==> config.mk <==
export PLATFORM = sky130hd
export DESIGN_NAME = n_pipe_reg
export DESIGN_NICKNAME = d
export VERILOG_FILES = /design/src/rtl/n_pipe_reg_pkg.sv /design/src/rtl/n_pipe_stage.sv /design/src/rtl/n_pipe_reg.sv
export SDC_FILE = /design/constraint.sdc
export NUM_CORES = 1
export LEC_CHECK = 0
export BUFFER_PORTS_ARGS = -buffer_cell sky130_fd_sc_hd__buf_2
export CAP_MARGIN = 20
export CORE_ASPECT_RATIO = 1.75
export CORE_UTILIZATION = 49
export DETAILED_ROUTE_END_ITERATION = 16
export PLACE_DENSITY = 0.75
export SLEW_MARGIN = 5
export SYNTH_ARGS = -nofsm -noshare
export SYNTH_HDL_FRONTEND = slang
export SYNTH_SLANG_ARGS = --single-unit
==> constraint.sdc <==
create_clock -name clk_i -period 0.8 [get_ports clk_i]
set_input_delay 0.16 -clock clk_i [delete_from_list [all_inputs] [get_ports clk_i]]
set_output_delay 0.16 -clock clk_i [all_outputs]
set_load 0.02 [all_outputs]
==> src/rtl/n_pipe_reg_pkg.sv <==
// Shared constants and helpers for the n_pipe_reg pipeline register.
// The occupancy width helper is used only when N_PIPE_REG_OCC_EN is defined.
package n_pipe_reg_pkg;

   // Default geometry of the pipeline.
   localparam int unsigned DefNBits   = 8;
   localparam int unsigned DefNStages = 4;

   // Width needed to count 0..n occupied stages.
   function automatic int unsigned occ_width(input int unsigned n);
      return $clog2(n + 1);
   endfunction

endpackage

==> src/rtl/n_pipe_stage.sv <==
// One pipeline stage: an N_BITS data register plus its valid bit.
// Synchronous active-low reset loads {0, RESET_VAL}.
// en_i advances the stage and clr_i clears the valid bit.
// clr_i wins over a valid bit captured on the same edge.
// Data still follows en_i while clr_i is high.
module n_pipe_stage #(
   parameter int unsigned       N_BITS    = 8,
   parameter logic [N_BITS-1:0] RESET_VAL = '0
) (
   input  logic              clk_i,
   input  logic              reset_ni,
   input  logic              en_i,
   input  logic              clr_i,
   input  logic              valid_i,
   input  logic [N_BITS-1:0] d_i,
   output logic              valid_o,
   output logic [N_BITS-1:0] q_o
);

   logic              r_valid;
   logic [N_BITS-1:0] r_data;

   // Data register: loads on advance, otherwise holds. It ignores the valid bit.
   always_ff @(posedge clk_i) begin
      if (!reset_ni) begin
         r_data <= RESET_VAL;
      end else if (en_i) begin
         r_data <= d_i;
      end
   end

   // Valid bit: a clear overrides both the capture and the hold.
   always_ff @(posedge clk_i) begin
      if (!reset_ni) begin
         r_valid <= 1'b0;
      end else if (clr_i) begin
         r_valid <= 1'b0;
      end else if (en_i) begin
         r_valid <= valid_i;
      end
   end

   assign valid_o = r_valid;
   assign q_o     = r_data;

endmodule

==> src/rtl/n_pipe_reg.sv <==
// n_pipe_reg: N_STAGES cascaded N_BITS-wide registers with per-stage valid bits.
// It supports a global stall (en_i), a synchronous flush of the valid bits and a
// programmable reset value.
// Outputs come straight from the last stage's registers.
// Optional feature macro: N_PIPE_REG_OCC_EN.
// When it is defined, the block adds a registered occupancy count, occ_o.
module n_pipe_reg
   import n_pipe_reg_pkg::*;
#(
   parameter int unsigned       N_BITS    = DefNBits,
   parameter int unsigned       N_STAGES  = DefNStages,
   parameter logic [N_BITS-1:0] RESET_VAL = '0
) (
   input  logic              clk_i,
   input  logic              reset_ni,
   input  logic              en_i,
   input  logic              flush_i,
   input  logic              valid_i,
   input  logic [N_BITS-1:0] d_i,
   output logic              valid_o,
   output logic [N_BITS-1:0] q_o
`ifdef N_PIPE_REG_OCC_EN
   ,
   output logic [occ_width(N_STAGES)-1:0] occ_o
`endif
);

   // A zero-depth or zero-width pipeline is meaningless, so reject it at elaboration.
   if (N_STAGES < 1) begin : g_bad_stages
      $error("n_pipe_reg: N_STAGES must be >= 1");
   end
   if (N_BITS < 1) begin : g_bad_bits
      $error("n_pipe_reg: N_BITS must be >= 1");
   end

   logic [N_STAGES-1:0]             w_valid;
   logic [N_STAGES-1:0][N_BITS-1:0] w_data;

   for (genvar k = 0; k < N_STAGES; k++) begin : g_stage
      logic              w_vin;
      logic [N_BITS-1:0] w_din;

      if (k == 0) begin : g_head
         assign w_vin = valid_i;
         assign w_din = d_i;
      end else begin : g_body
         assign w_vin = w_valid[k-1];
         assign w_din = w_data[k-1];
      end

      n_pipe_stage #(
         .N_BITS    (N_BITS),
         .RESET_VAL (RESET_VAL)
      ) u_stage (
         .clk_i    (clk_i),
         .reset_ni (reset_ni),
         .en_i     (en_i),
         .clr_i    (flush_i),
         .valid_i  (w_vin),
         .d_i      (w_din),
         .valid_o  (w_valid[k]),
         .q_o      (w_data[k])
      );
   end

   assign valid_o = w_valid[N_STAGES-1];
   assign q_o     = w_data[N_STAGES-1];

`ifdef N_PIPE_REG_OCC_EN
   localparam int unsigned OccW = occ_width(N_STAGES);

   logic [OccW-1:0] r_occ;
   logic [OccW-1:0] w_occ_d;

   // The count is tracked incrementally, which keeps it equal to the number of set valid bits.
   // On an advance it gains the entering valid bit and loses the one shifted out.
   // The true result always fits in OccW bits, so wrap-around in the intermediate sum is harmless.
   always_comb begin
      w_occ_d = r_occ;
      if (flush_i) begin
         w_occ_d = '0;
      end else if (en_i) begin
         w_occ_d = r_occ + OccW'(valid_i) - OccW'(w_valid[N_STAGES-1]);
      end
   end

   // Occupancy register; it updates on the same edge as the valid bits it counts.
   always_ff @(posedge clk_i) begin
      if (!reset_ni) begin
         r_occ <= '0;
      end else begin
         r_occ <= w_occ_d;
      end
   end

   assign occ_o = r_occ;
`endif

endmodule

After elaboration in Yosys (flattened, before gate mapping)
Cells that the tools add are included.
{"block": "classes", "bitwise_logic": 1, "reduce_logical": 1}
{"op": "$reduce_or 2->1", "n": 1}
{"op": "$not 1->1", "n": 1}
{"block": "word_totals", "ff_bits": 36, "out_inout_bits": 9, "in_bits": 13}

Longest topological paths before layout
Gate-level depths: netlist (run 1).
{"block": "depth", "ltp_word": 2, "ltp_mapped": 4}

Modules after synthesis
A second synthesis (run 1) with hierarchy kept.
{"block": "unflattened", "cells_unflattened": 112, "hier_area_um2": 1376.3}
{"module": "n_pipe_stage", "area_each_um2": 344.1, "seq_area_each_um2": 180.2, "cells_per_inst": 28, "n_inst": 4}

Worst setup path before layout (run 1)
Ideal clock, no wire load.
{"block": "synth_path", "kind": "input -> register", "from": "in en_i", "to": "reg g_stage[0].u_stage.r_data[0]", "arrival_ps": 667, "setup_time_ps": 116, "stages": 4, "slack_ps": 17, "required_time_ps": 684, "cell_sequence": "buf_6 > buf_12 > mux2i_1 > nor2b_1"}
{"item": "start: declaration", "line": "n_pipe_reg.sv:16", "text": "input logic en_i,"}
{"item": "end signal: assignment", "line": "n_pipe_stage.sv:28", "text": "r_data <= d_i;"}
{"item": "end: declaration", "line": "n_pipe_stage.sv:21", "text": "logic [N_BITS-1:0] r_data;"}

Worst setup path in the final report (run 1)
{"block": "layout_path", "from": "reg g_stage[3].u_stage.r_data[2]", "to": "out q_o[2]"}
{"item": "start: declaration", "line": "n_pipe_stage.sv:21"}
{"item": "start signal: assignment", "line": "n_pipe_stage.sv:28"}
{"item": "end: declaration", "line": "n_pipe_reg.sv:21", "text": "output logic [N_BITS-1:0] q_o"}
No word-level cell between the ends.

==> flow_metrics.tcl, run 1 <==
set metrics [dict create \
    startpoint_type "register" \
    synth_area_leader_cell "dfxtp_1" \
    worstMarginPinSlew_ns 0.4138 \
    wirelength_mm 1.899 \
    antenna_found_initial 0 \
    dieArea_um2 3052 \
    ys_seq_area_frac 0.5203 \
    clock.fmax_mhz 1101 \
    ys_ff_latch 36 \
    r2r-end "g_stage[3].u_stage.q_o[4]" \
    grt_first_pass_wirelength_mm 3.180 \
    die_w_um 42.19 \
    syn_area_um2 1385 \
    first_global_vias 735 \
    synth-main-ff-cell "dfxtp_1" \
    holdCritStartpoint "valid_i" \
    synth_warnings 0 \
    min_to "g_stage[0].u_stage.valid_o" \
    cp_max_fo 2 \
    finalHoldViolations 0 \
    cp.arrival_ns 0.75 \
    async_flop_share 0 \
    postSynthAreaPerCell_um2 11.94 \
    via_count 829 \
    layoutNonFillerInstCount 168 \
    synth_area_leaders "dfxtp_1, mux2i_1, nor2b_1, buf_12, nor2_1" \
    setup_slack_ns -0.1080 \
    detail-route-antenna-nets 0 \
    end_kind "output pin" \
    worstPathCellList "buf_6" \
    synth_nets 129 \
    boundaryPins 22 \
    antenna_cells 0 \
    p_total_w 0.003817 \
    min_period_over_period 1.135 \
    yosys-top-cells-count "dfxtp_1, mux2i_1, nor2b_1" \
    postCtsHoldBufs 0 \
    cts-buffers-inserted 5 \
    grt_max_degree 34 \
    crit_buf_inv 1 \
    power.leakage_nw 0.7347 \
    htree_levels 2 \
    clock_latency_ns 0.29 \
    slowest_delay_ns 0.34 \
    initial_core_util 0.5149 \
    clkSlewWorstSetupHoldPaths_ns 0.07 \
    clock_sinks 36 \
    vdd_ir_drop_max_mv 1.901 \
    synth-edff-count 0 \
    r2r-start "g_stage[3].u_stage.q_o[4]" \
    cap_violations 0 \
    place_hpwl_mm 1.293 \
    reg2reg_slack_ns 0.09 \
    core-area_um2 2690 \
    drive_above_1_share 0.2908 \
    rsz0062_at_grt "true" \
    io_buffers 21 \
    clockBufferDepth 2 \
    grt_usage 0.1445 \
    p_per_area_nw_per_um2 2285 \
    syn_inst 116 \
    status "finished with violations" \
    hold-path-cell-count 3 \
    final_nets 153 \
    post-route-min-period_ns 0.9080 \
    rows 25 \
    gp_congestion 0.6668 \
    vias_per_cell 4.935 \
    place_inst 159 \
    drc_errors 0 \
    gr-total-overflow 0 \
    post_drt_wl_per_cell_um 11.30 \
    required_ns 0.64 \
    cts_tree "done" \
    critPathKind "register to output pin" \
    synth.distinct_cells 8 \
    critPathTopFamily "flip-flops" \
    areaGrowthSynthToFinish_pct 20.60 \
    slowest_stage "dfxtp_2" \
    slew_headroom 0.7241 \
    setup_viol 9 \
    drtPass1Iterations 3 \
    fin_worst_skew_ns 0.006711 \
    drt_iter0_markers 12 \
    die_y_um 72.34 \
    final_max_slew_viol_count 0 \
    hp-class "input port to register" \
    ff2ff_path_depth 3 \
    violations "negative setup slack" \
    root_buffer "clkbuf_8" \
    synth_top_cell_area_share 0.5203 \
]
-- what timing repair did --
action	4_1_cts	5_1_grt
setup buffers	0	1
setup endpoints to repair	9	9
resized for setup	27	0
cloned	0	0
endpoints found under the hold margin	0	0
-- cells by family after synthesis --
family / after synthesis / share of synthesized area
multiplexers: 36 / 0.2602
flip-flops: 36 / 0.5203
buffers and inverters: 7 / 0.05962
AND/OR/NAND/NOR: 37 / 0.1599
-- cells in the final DEF (no fill, tap or decap) --
master and count:
bufinv_16 1, dfxtp_2 9, buf_6 9, nor2b_1 32, nor2_1 4, buf_4 2, buf_2 12, clkbuf_8 7
mux2i_1 36, buf_12 1, nand2b_1 1, dfxtp_1 27
-- layer usage --
layer | routed length [um] | vias to the layer above | track usage
li1 | - | 428 | -
met1 | 829 | 377 | 0.1525
met2 | 918 | 18 | 0.2171
met3 | 78 | 6 | 0.06716
met4 | 72 | 0 | 0.1146
met5 | 0 | - | 0
-- worst min-delay path, delay by kind of cell --
family / cells / cell delay, ns
buf+inv: 1 / 0.07
simple gates: 1 / 0.07
mux: 1 / 0.05
-- where the power goes --
part | internal [W] | switching [W]
combinational | 0.000133 | 0.000103
sequential | 0.00184 | 0.0000251
clock | 0.00110 | 0.000615
-- registers in the layout, summed over array words and instances, names as in the netlist --
register	count
g_stage.u_stage.valid_o	4
g_stage.u_stage.q_o	32
-- final cells by class --
type	instances	area, um2
clock buffers	7	96.34
clock inverters	1	30.03
fillers	227	1020
multi-input cells	73	581.8
flip-flops and latches	36	732.0
well taps	27	33.78
repair buffers	24	196.4
-- worst max path at each step --
stage / startpoint / to / cells after the start
6_report: g_stage[3].u_stage.q_o[2] / q_o[2] / 1
3_5_place_dp: en_i / g_stage[3].u_stage.q_o[2] / 4
2_1_floorplan: en_i / g_stage[0].u_stage.q_o[0] / 4
4_1_cts: g_stage[3].u_stage.q_o[2] / q_o[2] / 1
5_1_grt: g_stage[3].u_stage.q_o[2] / q_o[2] / 1
3_3_place_gp: en_i / g_stage[1].u_stage.q_o[0] / 4
-- through the flow --
stage                     setup WS (ns)    util  cell area, um2  TNS [ns]  hold slack [ns]
after floorplan                 0.01667       -            1385         0           0.2882
after global placement         -0.08859  0.5460            1469    -1.900           0.4013
after detailed placement        -0.1166  0.5460            1469    -2.598           0.4049
after CTS                       -0.1196  0.6181            1663   -0.9777          0.09738
after global routing            -0.1311  0.6209            1670    -1.091          0.09974
final                           -0.1080  0.6209            1670   -0.8503           0.1040
No activity file was read; power rests on OpenSTA's default activity.
==> run 2, diff against run 1 <==
--- a/config.mk
+++ b/config.mk
@@ -5,12 +5,12 @@
 export SDC_FILE = /design/constraint.sdc
 export NUM_CORES = 1
 export LEC_CHECK = 0
-export BUFFER_PORTS_ARGS = -buffer_cell sky130_fd_sc_hd__buf_2
 export CAP_MARGIN = 20
 export CORE_ASPECT_RATIO = 1.75
-export CORE_UTILIZATION = 49
+export CORE_UTILIZATION = 54
 export DETAILED_ROUTE_END_ITERATION = 16
-export PLACE_DENSITY = 0.75
+export DONT_BUFFER_PORTS = 1
+export PLACE_DENSITY = 0.74
 export SLEW_MARGIN = 5
 export SYNTH_ARGS = -nofsm -noshare
 export SYNTH_HDL_FRONTEND = slang
==> run 2 against run 1 <==
The run still ends with negative setup slack left. Maximum frequency is 2.9% higher. Worst hold slack got worse by 0.087 ns. Sequential power about the same. First-iteration DRC count is 58% lower. Non-clock buffer count is 15 lower. Via count fell by 5.7%. Core utilization is 3.1 points higher. Critical path depth stayed put. Clock skew decreased by 0.0044 ns. Critical path type unchanged. Highest routed layer unchanged.
==> flow_metrics.tcl, run 2 (same netlist as run 1, synthesis figures left out) <==
set metrics [dict create \
    status "finished with violations" \
    violations "negative setup slack" \
    gr-total-overflow 0 \
    die_y_um 69.00 \
    slowest_delay_ns 0.34 \
    detail-route-antenna-nets 0 \
    core-area_um2 2360 \
    clockBufferDepth 2 \
    place_hpwl_mm 1.130 \
    cts_tree "done" \
    end_kind "output pin" \
    grt_max_degree 37 \
    die_w_um 40.29 \
    crit_buf_inv 1 \
    final_common_cell "mux2i_1" \
    finalHoldViolations 0 \
    boundaryPins 22 \
    multiInputGateArea_um2 581.8 \
    cts_setup_buffers 0 \
    antenna_found_initial 0 \
    drt_iter0_markers 5 \
    gp_congestion 0.6840 \
    clock_latency_ns 0.28 \
    rows 23 \
    fin_worst_skew_ns 0.002290 \
    drc_errors 0 \
    cap_violations 0 \
    root_buffer "clkbuf_8" \
    startpoint_type "register" \
    areaGrowthSynthToFinish_pct 11.02 \
    final.fill_count 211 \
    post-route-min-period_ns 0.8822 \
    final_nets 138 \
    worstMarginPinSlew_ns 0.1355 \
    setup_viol 9 \
    clock.fmax_mhz 1133 \
    slew_headroom 0.9071 \
    most-common-layout-cells "mux2i_1, nor2b_1, dfxtp_1" \
    critPathKind "register to output pin" \
    vdd_ir_drop_max_mv 1.404 \
    hold_ws_ns 0.01734 \
    drtPass1Iterations 2 \
    rsz0062_at_grt "true" \
    cp_max_fo 2 \
    p_total_w 0.003263 \
    grt_first_pass_wirelength_mm 2.794 \
    slowest_stage "dfxtp_2" \
    dieArea_um2 2779 \
    wirelength_mm 1.757 \
    post_drt_wl_per_cell_um 11.64 \
    largest_reg_flops 32 \
    seqCellArea_um2 734.5 \
    io_buffers 0 \
    initial_core_util 0.5870 \
    clock_sinks 36 \
    worstPathCellList "buf_6" \
    cts-buffers-inserted 5 \
    critPathTopFamily "flip-flops" \
    first_global_vias 676 \
    required_ns 0.64 \
    htree_levels 2 \
    via_count 782 \
    min_period_over_period 1.103 \
    vias_per_cell 5.179 \
    p_per_area_nw_per_um2 2122 \
    antenna_cells 0 \
    drive_above_1_share 0.1825 \
    grt_usage 0.1528 \
    setup_slack_ns -0.08224 \
    power.leakage_nw 0.6472 \
    clkSlewWorstSetupHoldPaths_ns 0.06 \
    hp-class "input port to register" \
    final_max_slew_viol_count 0 \
    cp.arrival_ns 0.72 \
]
==> run 2: report_power, final <==
group / switching (W) / internal, W / total (W)
Sequential: 0.0000243 / 0.00184 / 0.00186
Combinational: 0.0000346 / 0.000105 / 0.000139
Clock: 0.000559 / 0.000701 / 0.00126
Total: 0.000618 / 0.00264 / 0.00326
==> run 2: timing repair <==
item,4_1_cts,5_1_grt
gates cloned,0,0
resized for setup,18,0
hold endpoints to repair,0,1
hold buffers,0,1
endpoints found under the setup margin,9,9
==> run 2: layout make-up <==
cell class,count,area share
Multi-Input combinational cell,73,0.3784
Sequential cell,36,0.4776
Clock buffer,8,0.05858
Timing Repair Buffer,9,0.06509
Tap cell,25,0.02034
==> run 2: path summary, 6_finish.rpt <==
check,endpoint,startpoint,cells past startpoint,slack [ns]
max,q_o[0],g_stage[3].u_stage.q_o[0],1,-0.08
min,g_stage[1].u_stage.q_o[4],reset_ni,1,0.02
max reg2reg,g_stage[3].u_stage.valid_o,g_stage[3].u_stage.valid_o,2,0.14
min reg2reg,g_stage[0].u_stage.valid_o,g_stage[0].u_stage.valid_o,2,0.50
==> run 2: layer usage <==
metal	track usage	vias to the layer above	wire length, um
met3	0.07051	5	99
met4	0.1000	0	42
met1	0.1779	357	839
li1	-	400	-
met2	0.2177	20	775
met5	0	-	0
==> run 2: stage by stage <==
stage	TNS, ns	cell area (um2)	instances	setup slack (ns)	utilization
after floorplan	0	1385	116	0.01667	-
after global placement	0	1394	142	0.1356	0.5907
after detailed placement	0	1394	142	0.09788	0.5907
after CTS	-0.7560	1528	150	-0.09519	0.6474
after global routing	-0.9394	1538	151	-0.1184	0.6516
final	-0.6524	1538	151	-0.08224	0.6516
==> run 2: worst register-to-register path: stages (launching register included) <==
cell	delay, ns
dfxtp_4	0.37
mux2i_1	0.14
nor2_1	0.05
==> run 3, diff against run 2 <==
--- a/config.mk
+++ b/config.mk
@@ -11,6 +11,8 @@
 export DETAILED_ROUTE_END_ITERATION = 16
 export DONT_BUFFER_PORTS = 1
 export PLACE_DENSITY = 0.74
+export REMOVE_ABC_BUFFERS = 1
+export SETUP_SLACK_MARGIN = 0.2
 export SLEW_MARGIN = 5
 export SYNTH_ARGS = -nofsm -noshare
 export SYNTH_HDL_FRONTEND = slang
==> run 3 against run 2 <==
The flow still finishes with violations (negative setup slack). Global-route usage grew 1.5 points. Core utilization rose by 2.7 points. Sequential cell count did not move. Clock skew grew 0.0026 ns. First-iteration DRC count rose by 40%. Via count rose by 0.38%. Cell count is 2.0% higher. Clock power hardly changed. Wire length grew 7.4%. Worst setup slack lost 0.013 ns. Die area did not move. Count of clock-buffer cells in the layout fell by 2. Critical path type unchanged.
==> flow_metrics.tcl, run 3 (same netlist as run 1, synthesis figures left out) <==
set metrics [dict create \
    status "finished with violations" \
    violations "negative setup slack" \
    critPathKind "register to output pin" \
    gr-total-overflow 0 \
    drive_above_1_share 0.4186 \
    worstMarginPinSlew_ns 0.1579 \
    antenna_found_initial 0 \
    min_period_over_period 1.119 \
    drt_iter0_markers 7 \
    vdd_ir_drop_max_mv 1.877 \
    clock.fmax_mhz 1118 \
    place_ws_ns 0.1574 \
    slew_headroom 0.8917 \
    multiInputGateArea_um2 581.8 \
    final.fill_count 191 \
    finalHoldViolations 0 \
    io_buffers 0 \
    slowest_delay_ns 0.34 \
    grt_max_degree 37 \
    clock_sinks 36 \
    slowest_stage "dfxtp_2" \
    required_ns 0.64 \
    htree_levels 2 \
    power.leakage_nw 0.6828 \
    drc_errors 0 \
    most-common-layout-cells "mux2i_1, dfxtp_2, nor2b_1" \
    startpoint_type "register" \
    rows 23 \
    cp.arrival_ns 0.73 \
    cp_max_fo 2 \
    p_total_w 0.003288 \
    clock_latency_ns 0.28 \
    final_common_cell "mux2i_1" \
    seqCellArea_um2 763.2 \
    clockBufferDepth 2 \
    gp_congestion 0.6825 \
    antenna_cells 0 \
    post_drt_wl_per_cell_um 12.25 \
    end_kind "output pin" \
    boundaryPins 22 \
    final_nets 141 \
    rsz0062_at_grt "true" \
    worstPathCellList "buf_6" \
    place_hpwl_mm 1.202 \
    grt_busiest_layer "met2" \
    setup_viol 10 \
    dieArea_um2 2779 \
    critPathTopFamily "flip-flops" \
    grt_use_met1 0.1640 \
    p_per_area_nw_per_um2 2055 \
    grt_first_pass_wirelength_mm 3.056 \
    core-area_um2 2360 \
    areaGrowthSynthToFinish_pct 15.54 \
    largest_reg_flops 32 \
    cts-buffers-inserted 5 \
    fin_worst_skew_ns 0.004889 \
    post-route-min-period_ns 0.8948 \
    crit_buf_inv 1 \
    via_count 785 \
    setup_slack_ns -0.09483 \
    die_w_um 40.29 \
    grt_usage 0.1681 \
    clkSlewWorstSetupHoldPaths_ns 0.07 \
    cts_tree "done" \
    hold_ws_ns 0.008009 \
    first_global_vias 761 \
    grtUsageMet2 0.2742 \
    cap_violations 0 \
    wirelength_mm 1.887 \
    met3_usage 0.06090 \
    hp-class "input port to register" \
    final_max_slew_viol_count 0 \
    vias_per_cell 5.097 \
    drtPass1Iterations 3 \
    initial_core_util 0.5870 \
    die_y_um 69.00 \
    detail-route-antenna-nets 0 \
    root_buffer "clkbuf_8" \
]
run 3: worst paths after layout:
kind | start | to | slack, ns | cells after the start
worst max-delay path | g_stage[3].u_stage.q_o[2] | q_o[2] | -0.09 | 1
worst max register to register | g_stage[3].u_stage.q_o[2] | g_stage[3].u_stage.q_o[2] | -0.03 | 4
worst min-delay path | reset_ni | g_stage[2].u_stage.q_o[0] | 0.008 | 1
worst min register to register | g_stage[1].u_stage.valid_o | g_stage[1].u_stage.valid_o | 0.48 | 2
run 3: routing by layer:
layer	vias to the layer above	part of all wire
met5	-	0
met4	0	0.029
met3	5	0.046
met2	18	0.50
met1	360	0.43
li1	402	-
run 3: cell type report:
cell class              instances  share of cell area
clock buffers                   6             0.05160
multi-input cells              73              0.3636
flip-flops and latches         36              0.4769
well taps                      25             0.01955
repair buffers                 12             0.08210
clock inverters                 2            0.006255
run 3: metrics by stage:
stage	setup TNS [ns]	instances	instance area, um2	util
finish	-0.8077	154	1600	0.6782
global placement	0	143	1401	0.5938
floorplan	0	109	1303	-
detailed placement	0	143	1401	0.5938
CTS	-0.8789	153	1575	0.6676
global route	-1.179	154	1600	0.6782
run 3: repair_timing:
item,4_1_cts,5_1_grt
cloned,0,0
gates resized for setup,33,12
pin swaps,0,1
setup buffers,2,1
endpoints found under the setup margin,31,45
endpoints found under the hold margin,2,6
run 3: power breakdown:
part / total (W) / internal (W) / switching (W) / leakage [nW]
registers: 0.00188 / 0.00185 / 0.0000251 / 0.308
logic: 0.000138 / 0.000103 / 0.0000355 / 0.324
clock network: 0.00127 / 0.000686 / 0.000589 / 0.0510
